## config.mk

```make
export PLATFORM = sky130hd
export DESIGN_NAME = cpu_core_p
export DESIGN_NICKNAME = d
export VERILOG_FILES = /design/src/rtl/cpu_core_p_pkg.sv /design/src/rtl/cpu_core_p_regfile.sv /design/src/rtl/cpu_core_p.sv
export SDC_FILE = /design/constraint.sdc
export NUM_CORES = 1
export LEC_CHECK = 0
export CAP_MARGIN = 20
export CORE_ASPECT_RATIO = 0.7
export CORE_MARGIN = 2
export CORE_UTILIZATION = 45
export CTS_BUF_LIST = sky130_fd_sc_hd__clkbuf_16
export DETAILED_ROUTE_END_ITERATION = 10
export PLACE_DENSITY = 0.63
export REMOVE_ABC_BUFFERS = 1
export SLEW_MARGIN = 20
export SYNTH_ARGS = -nofsm -noshare
export SYNTH_HDL_FRONTEND = slang
export SYNTH_HIERARCHICAL = 1
export SYNTH_SLANG_ARGS = --single-unit
```

## constraint.sdc

```tcl
create_clock -name CLK -period 12.9 [get_ports CLK]
set_clock_uncertainty 0.05 [all_clocks]
set_input_delay 2.58 -clock CLK [delete_from_list [all_inputs] [get_ports CLK]]
set_output_delay 2.58 -clock CLK [all_outputs]
set_load 0.02 [all_outputs]
```

## src/rtl/cpu_core_p_pkg.sv

```systemverilog
// Shared definitions for cpu_core_p: opcodes, FSM states, instruction field slices.
package cpu_core_p_pkg;

  localparam logic [7:0] OP_LOADI = 8'h00;
  localparam logic [7:0] OP_ADD   = 8'h01;
  localparam logic [7:0] OP_SUB   = 8'h02;
  localparam logic [7:0] OP_AND   = 8'h03;
  localparam logic [7:0] OP_OR    = 8'h04;
  localparam logic [7:0] OP_J     = 8'h06;
  localparam logic [7:0] OP_BEQ   = 8'h07;
  localparam logic [7:0] OP_MUL   = 8'h08;

  typedef enum logic [1:0] {FETCH, EXEC, MUL} state_t;

  localparam int OPC_HI  = 31;
  localparam int OPC_LO  = 24;
  localparam int DST_HI  = 23;
  localparam int DST_LO  = 16;
  localparam int SRC1_HI = 15;
  localparam int SRC1_LO = 8;
  localparam int SRC2_HI = 7;
  localparam int SRC2_LO = 0;

  localparam logic [31:0] PC_STEP = 32'd4;

  // Branch displacement in bytes: sign-extended word offset.
  function automatic logic [31:0] branch_offset(input logic [7:0] imm);
    return {{22{imm[7]}}, imm, 2'b00};
  endfunction

endpackage

```

## src/rtl/cpu_core_p_regfile.sv

```systemverilog
// NREGS x DATA_W register file: two combinational read ports, one synchronous write port,
// asynchronous active-low clear.
module cpu_core_p_regfile #(
  parameter int DATA_W = 8,
  parameter int NREGS  = 8,
  localparam int AW    = (NREGS > 1) ? $clog2(NREGS) : 1
) (
  input  logic              clk,
  input  logic              rst_n,
  input  logic              we,
  input  logic [AW-1:0]     wa,
  input  logic [DATA_W-1:0] wd,
  input  logic [AW-1:0]     ra,
  input  logic [AW-1:0]     rb,
  output logic [DATA_W-1:0] rd_a,
  output logic [DATA_W-1:0] rd_b
);

  logic [DATA_W-1:0] regs [NREGS];

  always_ff @(posedge clk or negedge rst_n) begin
    if (!rst_n) begin
      for (int i = 0; i < NREGS; i++) regs[i] <= '0;
    end else if (we) begin
      regs[wa] <= wd;
    end
  end

  assign rd_a = regs[ra];
  assign rd_b = regs[rb];

endmodule

```

## src/rtl/cpu_core_p.sv

```systemverilog
// Multi-cycle parametrised core: FETCH/EXEC (+MUL) FSM with fetch handshake, retire strobe and flags.
// Optional shift-add multiplier (opcode 0x08) enabled by defining CPU_CORE_P_MUL_EN.
module cpu_core_p
  import cpu_core_p_pkg::*;
#(
  parameter int          DATA_W   = 8,
  parameter int          NREGS    = 8,
  parameter logic [31:0] RESET_PC = 32'h0
) (
  input  logic              CLK,
  input  logic              RESET_N,
  input  logic [31:0]       INSTRUCTION,
  input  logic              INSTR_VALID,
  output logic              INSTR_READY,
  output logic [31:0]       PC,
  output logic [DATA_W-1:0] RESULT,
  output logic              RESULT_VALID,
  output logic              ZERO,
  output logic              CARRY,
  output logic              ILLEGAL
);

  localparam int AW = (NREGS > 1) ? $clog2(NREGS) : 1;

  state_t            state;
  logic [31:0]       instr;
  logic [7:0]        opc, dst, src1, src2;
  logic [AW-1:0]     ra, rb;
  logic [DATA_W-1:0] rd_a, rd_b;
  logic [DATA_W:0]   sum;
  logic              rf_we;
  logic [DATA_W-1:0] rf_wd;

  logic              op_ok, need_d, need_1, need_2, bad, wr, upd_z, c_nxt;
  logic [DATA_W-1:0] alu;
  logic [31:0]       pc_nxt;

  assign opc  = instr[OPC_HI:OPC_LO];
  assign dst  = instr[DST_HI:DST_LO];
  assign src1 = instr[SRC1_HI:SRC1_LO];
  assign src2 = instr[SRC2_HI:SRC2_LO];

  // BEQ compares DEST with SRC1, so the read ports are steered accordingly.
  assign ra  = (opc == OP_BEQ) ? dst[AW-1:0]  : src1[AW-1:0];
  assign rb  = (opc == OP_BEQ) ? src1[AW-1:0] : src2[AW-1:0];
  assign sum = {1'b0, rd_a} + {1'b0, rd_b};

`ifdef CPU_CORE_P_MUL_EN
  localparam int CW = $clog2(DATA_W + 1);
  logic [2*DATA_W-1:0] acc, mcand, acc_nxt;
  logic [DATA_W-1:0]   mplier;
  logic [CW-1:0]       cnt;
  logic                mul_last;

  assign acc_nxt  = acc + (mplier[0] ? mcand : '0);
  assign mul_last = (cnt == CW'(DATA_W - 1));
`endif

  always_comb begin
    op_ok  = 1'b1;
    need_d = 1'b0;
    need_1 = 1'b0;
    need_2 = 1'b0;
    wr     = 1'b0;
    upd_z  = 1'b0;
    c_nxt  = CARRY;
    alu    = RESULT;
    pc_nxt = PC + PC_STEP;
    case (opc)
      OP_LOADI: begin wr = 1'b1; need_d = 1'b1; alu = DATA_W'(src2); end
      OP_ADD: begin
        wr = 1'b1; upd_z = 1'b1; need_d = 1'b1; need_1 = 1'b1; need_2 = 1'b1;
        alu = sum[DATA_W-1:0]; c_nxt = sum[DATA_W];
      end
      OP_SUB: begin
        wr = 1'b1; upd_z = 1'b1; need_d = 1'b1; need_1 = 1'b1; need_2 = 1'b1;
        alu = rd_a - rd_b; c_nxt = (rd_a < rd_b);
      end
      OP_AND: begin
        wr = 1'b1; upd_z = 1'b1; need_d = 1'b1; need_1 = 1'b1; need_2 = 1'b1;
        alu = rd_a & rd_b; c_nxt = 1'b0;
      end
      OP_OR: begin
        wr = 1'b1; upd_z = 1'b1; need_d = 1'b1; need_1 = 1'b1; need_2 = 1'b1;
        alu = rd_a | rd_b; c_nxt = 1'b0;
      end
      OP_J:   pc_nxt = {22'b0, src2, 2'b00};
      OP_BEQ: begin
        need_d = 1'b1; need_1 = 1'b1;
        if (rd_a == rd_b) pc_nxt = PC + PC_STEP + branch_offset(src2);
      end
`ifdef CPU_CORE_P_MUL_EN
      OP_MUL: begin need_d = 1'b1; need_1 = 1'b1; need_2 = 1'b1; end
`endif
      default: op_ok = 1'b0;
    endcase
    bad = !op_ok || (need_d && 32'(dst) >= NREGS) ||
          (need_1 && 32'(src1) >= NREGS) || (need_2 && 32'(src2) >= NREGS);
  end

  always_comb begin
    rf_we = (state == EXEC) && wr && !bad;
    rf_wd = alu;
`ifdef CPU_CORE_P_MUL_EN
    if (state == MUL && mul_last) begin
      rf_we = 1'b1;
      rf_wd = acc_nxt[DATA_W-1:0];
    end
`endif
  end

  cpu_core_p_regfile #(.DATA_W(DATA_W), .NREGS(NREGS)) u_rf (
    .clk   (CLK),
    .rst_n (RESET_N),
    .we    (rf_we),
    .wa    (dst[AW-1:0]),
    .wd    (rf_wd),
    .ra    (ra),
    .rb    (rb),
    .rd_a  (rd_a),
    .rd_b  (rd_b)
  );

  always_ff @(posedge CLK or negedge RESET_N) begin
    if (!RESET_N) begin
      state        <= FETCH;
      instr        <= '0;
      INSTR_READY  <= 1'b1;
      PC           <= RESET_PC;
      RESULT       <= '0;
      RESULT_VALID <= 1'b0;
      ZERO         <= 1'b0;
      CARRY        <= 1'b0;
      ILLEGAL      <= 1'b0;
`ifdef CPU_CORE_P_MUL_EN
      acc    <= '0;
      mcand  <= '0;
      mplier <= '0;
      cnt    <= '0;
`endif
    end else begin
      RESULT_VALID <= 1'b0;
      case (state)
        FETCH: if (INSTR_VALID) begin
          instr       <= INSTRUCTION;
          state       <= EXEC;
          INSTR_READY <= 1'b0;
        end
        EXEC: begin
          if (bad) begin
            ILLEGAL      <= 1'b1;
            PC           <= PC + PC_STEP;
            RESULT_VALID <= 1'b1;
            state        <= FETCH;
            INSTR_READY  <= 1'b1;
          end
`ifdef CPU_CORE_P_MUL_EN
          else if (opc == OP_MUL) begin
            acc    <= '0;
            mcand  <= {{DATA_W{1'b0}}, rd_a};
            mplier <= rd_b;
            cnt    <= '0;
            state  <= MUL;
          end
`endif
          else begin
            PC <= pc_nxt;
            if (wr)    RESULT <= alu;
            if (upd_z) ZERO   <= (alu == '0);
            CARRY        <= c_nxt;
            RESULT_VALID <= 1'b1;
            state        <= FETCH;
            INSTR_READY  <= 1'b1;
          end
        end
`ifdef CPU_CORE_P_MUL_EN
        MUL: begin
          acc    <= acc_nxt;
          mcand  <= mcand << 1;
          mplier <= mplier >> 1;
          cnt    <= cnt + 1'b1;
          if (mul_last) begin
            RESULT       <= acc_nxt[DATA_W-1:0];
            ZERO         <= (acc_nxt[DATA_W-1:0] == '0);
            CARRY        <= |acc_nxt[2*DATA_W-1:DATA_W];
            PC           <= PC + PC_STEP;
            RESULT_VALID <= 1'b1;
            state        <= FETCH;
            INSTR_READY  <= 1'b1;
          end
        end
`endif
        default: begin
          state       <= FETCH;
          INSTR_READY <= 1'b1;
        end
      endcase
    end
  end

endmodule

```

### Word-level counts from Yosys, hierarchy flattened

Cells that the tools add are included.

* muxes and demuxes: 26
* equality and inequality tests: 9
* $add $sub $neg: 4
* reduce and logical (&&, ||, !) cells: 26
* bitwise gates (word level): 6
* $lt $le $gt $ge: 8

Operators with widths (count)
* 64-bit bitwise mux: 1
* 32-bit 2-to-1 mux: 2
* 32-bit one-hot mux with 2 select lines: 1
* 8-bit binary-select mux with 3-bit select: 2
* 8-bit 2-to-1 mux: 5
* 8-bit one-hot mux with 5 select lines: 1
* 32-bit by 3-bit adder with 32-bit output, second input constant: 1
* 32-bit adder: 1
* 8-bit demux with 3-bit select: 1
* 8-bit by 3-bit == test with 1-bit output, second input constant: 3
* 8-bit by 4-bit greater-or-equal comparator with 1-bit output, second input constant: 3
* 8-bit by 2-bit == test with 1-bit output, second input constant: 2
* 8-bit zero test: 2
* 4-bit greater-or-equal comparator, second input constant: 3
* 3-bit inverter with 4-bit output: 3
* 5-bit OR reduction: 2
* 8-bit by 8-bit adder with 9-bit output: 1
* 3-bit AND reduction: 3
* 8-bit bitwise AND: 1
* 8-bit by 1-bit == test with 1-bit output, second input constant: 1
* 8-bit == test: 1
* 8-bit < comparator: 1
* 1-bit 2-to-1 mux: 8
* 8-bit OR: 1
* 18 further kinds: 29

* output and inout bits: 45
* logic and storage cells: 96
* register bits after elaboration: 143
* bits of input ports: 35

### Depth between registers and ports, before layout

* depth in word-level cells: 10
* mapped depth: 23
* depth with buffers taken out: 20

### By module

The synthesis kept the hierarchy.

Modules (own cells, without submodules)
* cpu_core_p: instances 1, area each 6750.2 µm², sequential area each 1903.1 µm², cells each 796
* cpu_core_p_regfile: instances 1, area each 3539.6 µm², sequential area each 1601.5 µm², cells each 201

### Least setup slack after synthesis

No wires, ideal clock.

* path kind: register to register
* start: register instr[28]
* end: register ZERO
* library setup time: 0.103 ns
* clock period less this slack: 5.701 ns
* arrival time: 5.547 ns
* path buffers: 3
* slack: 7.199 ns
* required time: 12.747 ns
* cell stages (with the launch flop): 22
* cell sequence: dfrtp_1 or4_4 or2_1 buf_6 nor2_1 nand2_1 mux2_2 buf_6 buf_12 mux4_1 mux2_2 ha_1 fa_1 a21o_1 a21oi_1 o21bai_1 a21o_1 a221o_1 a21oi_1 nor2_1 or4_1 o41ai_2

* word-level cells in the longest chain between the ends: 9
* elaborated cells between the ends (all ways): 40
* classes of those cells: 2 x add/sub; 6 x eq/ne; 13 x mux; 5 x bitwise; 14 x reduce/logical

Ends and longest elaborated chain
* from (decl): line cpu_core_p.sv:26 `logic [31:0] instr;`
* from (signal assigned): line cpu_core_p.sv:127 `instr <= '0;`
* from (signal assigned): line cpu_core_p.sv:145 `instr <= INSTRUCTION;`
* 8-bit by 3-bit == test with 1-bit output (*): line cpu_core_p.sv:44 `assign ra = (opc == OP_BEQ) ? dst[AW-1:0] : src1[AW-1:0];`
* 3-bit 2-to-1 mux (*): line cpu_core_p.sv:44
* net ra[0]: line cpu_core_p.sv:28 `logic [AW-1:0] ra, rb;`
* 3-bit inverter with 4-bit output (not written as such) (*): line cpu_core_p_regfile.sv:29 `assign rd_a = regs[ra];`
* 8-bit binary-select mux with 3-bit select (*): line cpu_core_p_regfile.sv:29
* 8-bit 2-to-1 mux (not written as such) (*) (2 in a row): line cpu_core_p_regfile.sv:29
* net rd_a[0]: line cpu_core_p.sv:29 `logic [DATA_W-1:0] rd_a, rd_b;`
* 8-bit subtractor / 8-bit by 8-bit adder with 9-bit output (equally long branches): line cpu_core_p.sv:77, cpu_core_p.sv:46
* 8-bit one-hot mux with 5 select lines (*): line cpu_core_p.sv:69 `case (opc)`
* net alu[6]: line cpu_core_p.sv:35 `logic [DATA_W-1:0] alu;`
* 8-bit zero test (*): line cpu_core_p.sv:169 `if (upd_z) ZERO <= (alu == '0);`
* to (signal assigned): line cpu_core_p.sv:169
* to (decl): line cpu_core_p.sv:18 `output logic ZERO,`

Mark *: on every way through the listed nets, which the timed path passes. The rest lies on a longest branch. The select of a mux whose other input is x is not followed.
A chain may end at the register's enable or synchronous reset.

### Worst setup path in the final report

Ends and elaborated chain as after synthesis.

==> flow_metrics.env <==
export IMPL_critical_path_required_ps=13180
export IMPL_power_density_mw_per_mm2=129
export IMPL_syn_to_final_growth_pct=14.7
export IMPL_outcome="complete, no violations"
export IMPL_grt_pass1_wl_um=45200
export IMPL_worstSkewPairLatency_ps=430
export IMPL_root_buffer="clkbuf_16"
export IMPL_vias=8160
export IMPL_ir_drop_v=0.0000932
export IMPL_place_hpwl_um=20300
export IMPL_path_clk_slew_ps=60
export IMPL_pwr_share_comb_pct=33.4
export IMPL_maxCapViolCount=0
export IMPL_fmax_mhz=153
export IMPL_nNetsFinal=1145
export IMPL_place_congestion=0.911
export IMPL_synth_yosys_seq_area_share_pct=34.1
export IMPL_num_rows=46
export IMPL_nFillCells=2055
export IMPL_finalCriticalPeriod_ps=6540
export IMPL_final_period_utilization_pct=50.7
export IMPL_cp_end_kind="flop"
export IMPL_grt_pass1_vias=7866
export IMPL_regArea_mm2=0.00350
export IMPL_cts_tree="built"
export IMPL_p_leak_uw=0.00525
export IMPL_path_cells="or4_4 -> or2_1 -> nor2_1 -> nand2_1 -> mux2_2 -> mux4_1 -> mux2_2 -> ha_1 -> fa_1 -> a21o_1 -> a21oi_1 -> o21bai_1 -> a21o_1 -> a221o_1 -> a21oi_1 -> nor2_1 -> or4_1 -> o41ai_2"
export IMPL_drive_gt1_share_pct=17.1
export IMPL_start_util_pct=45.6
export IMPL_synth_edff_count=0
export IMPL_cts_repair_resized=0
export IMPL_cellInternalPower_uw=984
export IMPL_synthCells=997
export IMPL_crit_type="flop to flop"
export IMPL_finalHoldViolCount=0
export IMPL_p_clk_share_pct=32.0
export IMPL_synth_ff_type="dfrtp_1"
export IMPL_report_final_slew_viol_count=0
export IMPL_p_total_uw=1530
export IMPL_routedWlPerCell_um=20.7
export IMPL_globalRouteTotalUtil_pct=24.5
export IMPL_tightestPinTransition_ps=1020
export IMPL_power_switching_uw=542
export IMPL_die_x_um=185
export IMPL_final_common_cell="dfrtp_1"
export IMPL_ant_nets=0
export IMPL_async_reset_ff_share_pct=100
export IMPL_core_area_mm2=0.0226
export IMPL_ys_seq_elements=140
export IMPL_seqPwrFrac_pct=34.6
export IMPL_dieArea_mm2=0.0241
export IMPL_place_ws_ps=6430
export IMPL_drt_total_wl_um=28400
export IMPL_antenna_found_initial=0
export IMPL_cp_num_buf_inv=0
export IMPL_setup_viol=0
export IMPL_cp_start_kind="flop"
export IMPL_via_per_inst=5.95
export IMPL_syn_cell_area_mm2=0.0103
export IMPL_final_cell_mix="139 x dfrtp_1, 122 x mux2_2, 76 x clkdlybuf4s50_1"
export IMPL_layout_setup_ws_ps=6360
export IMPL_critPathArrivalTime_ps=6820
export IMPL_sw_frac_of_total_pct=35.5
export IMPL_rsz0062_at_grt="no"
export IMPL_max_stage_delay_ps=650
export IMPL_cts_buffers_inserted=17
export IMPL_n_antenna_cell=0
export IMPL_drcViolationCount=0
export IMPL_cp_max_fo=16
export IMPL_grt_max_degree=78
export IMPL_crit_slowest_cell="mux2_2"
export IMPL_dr_pass1_iters=5
export IMPL_multi_input_area_mm2=0.00635
export IMPL_cts_path_max_buffers=2
export IMPL_grt_ovfl_total=0
export IMPL_drtIter0Drc=869
export IMPL_yosysWarnings=6
export IMPL_avgSynthCellArea_um2=10.3
export IMPL_numClockSinks=140
export IMPL_cpLargestDelayFamily="simple AND/OR/NAND/NOR gates"
export IMPL_final_setup_tns_ps=0
export IMPL_cts_setup_buffers=0
export IMPL_cts_max_level=4
export IMPL_holdWs_ps=420
export IMPL_holdCritPathClass="flop to flop"
export IMPL_die_y_um=131
export IMPL_synth_cell_types=78
export IMPL_portBuffers=77
export IMPL_slew_headroom_pct=31.9
export IMPL_hold_buffers=0
export IMPL_io_pins=80
[cell usage after synthesis, types with 4 or more instances]
cell	number	area, um2
o21a_1	12	90.1
o21bai_1	6	45.0
xnor2_1	28	245
and4_1	5	43.8
buf_2	10	50.1
mux4_1	29	762
a221o_1	4	40.0
a31oi_1	9	56.3
nand2b_1	4	25.0
xor2_1	31	272
nand3_1	16	80.1
inv_1	36	135
ha_1	59	738
a21oi_1	63	315
mux2_2	122	1370
nor2b_1	11	68.8
nor4_1	4	25.0
dfrtp_1	139	3480
o22ai_1	6	37.5
and3_1	12	75.1
clkbuf_1	33	124
a21o_1	23	173
nand2_1	72	270
nor3_1	20	100
a221oi_1	6	52.6
buf_6	6	67.6
o221ai_1	6	52.6
o21ai_0	48	240
o211ai_1	7	52.6
nor2_1	72	270
a22oi_1	11	82.6
nand4_1	8	50.1
[final timing paths]
kind	start	to	slack, ps	depth (start not counted)
max in group asynchronous	RESET_N	instr[16]$_DFFE_PN0P_	9340	2
min in group asynchronous	RESET_N	instr[27]$_DFFE_PN0P_	2140	1
worst max-delay path	instr[28]$_DFFE_PN0P_	ZERO$_DFFE_PN0P_	6360	18
worst min register to register	INSTR_READY$_DFFE_PN1P_	INSTR_READY$_DFFE_PN1P_	420	2
worst max register to register	instr[28]$_DFFE_PN0P_	ZERO$_DFFE_PN0P_	6360	18
worst min-delay path	INSTR_READY$_DFFE_PN1P_	INSTR_READY$_DFFE_PN1P_	420	2
[sequential cells by signal, indices dropped and copies added (netlist names)]
name,flops
u_rf/regs,64
instr,32
PC,30
RESULT,8
CARRY,1
ILLEGAL,1
INSTR_READY,1
RESULT_VALID,1
ZERO,1
state,1
[power by group through the flow]
stage	logic (uW)	clock network [uW]	registers [uW]
2_1_floorplan	333	0	549
3_3_place_gp	501	0	534
3_5_place_dp	504	0	534
4_1_cts	506	499	527
5_1_grt	564	519	533
6_report	510	488	528
[through the flow]
stage / instances / cell area (um2) / utilization [%]
2_1_floorplan: 943 / 9990 / -
4_1_cts: 1371 / 11800 / 52.3
3_5_place_dp: 1341 / 11200 / 49.8
5_1_grt: 1371 / 11800 / 52.3
6_report: 1371 / 11800 / 52.3
3_3_place_gp: 1341 / 11200 / 49.8
[worst min-delay path: stages, from the launching register on]
cell     delay (ps)
dfstp_2         370
inv_1            40
o21ai_0          60
[logic make-up after synthesis]
logic type               after synthesis  share of synthesized area, %
flip-flops                           140                          34.1
adder cells (fa/ha/maj)               62                          7.76
AO/OA/AOI/OAI                        233                          15.0
other                                  1                        0.0364
XOR/XNOR                              59                          5.02
AND/OR/NAND/NOR                      255                          12.4
multiplexers                         155                          21.5
buffers and inverters                 92                          4.30
[layer usage]
layer | track usage, % | wire [um]
met3 | 5.07 | 1960
met2 | 32.8 | 11100
met5 | 0 | 0
met1 | 39.4 | 15100
met4 | 6.16 | 325
[area by class of cell]
type / count / share of cell area, %
well taps: 312 / 3.31
clock inverters: 13 / 1.23
clock buffers: 17 / 3.61
multi-input cells: 766 / 53.9
inverters: 37 / 1.18
flip-flops and latches: 140 / 29.7
repair buffers: 86 / 7.12
Power figures use the tool's default switching activity.
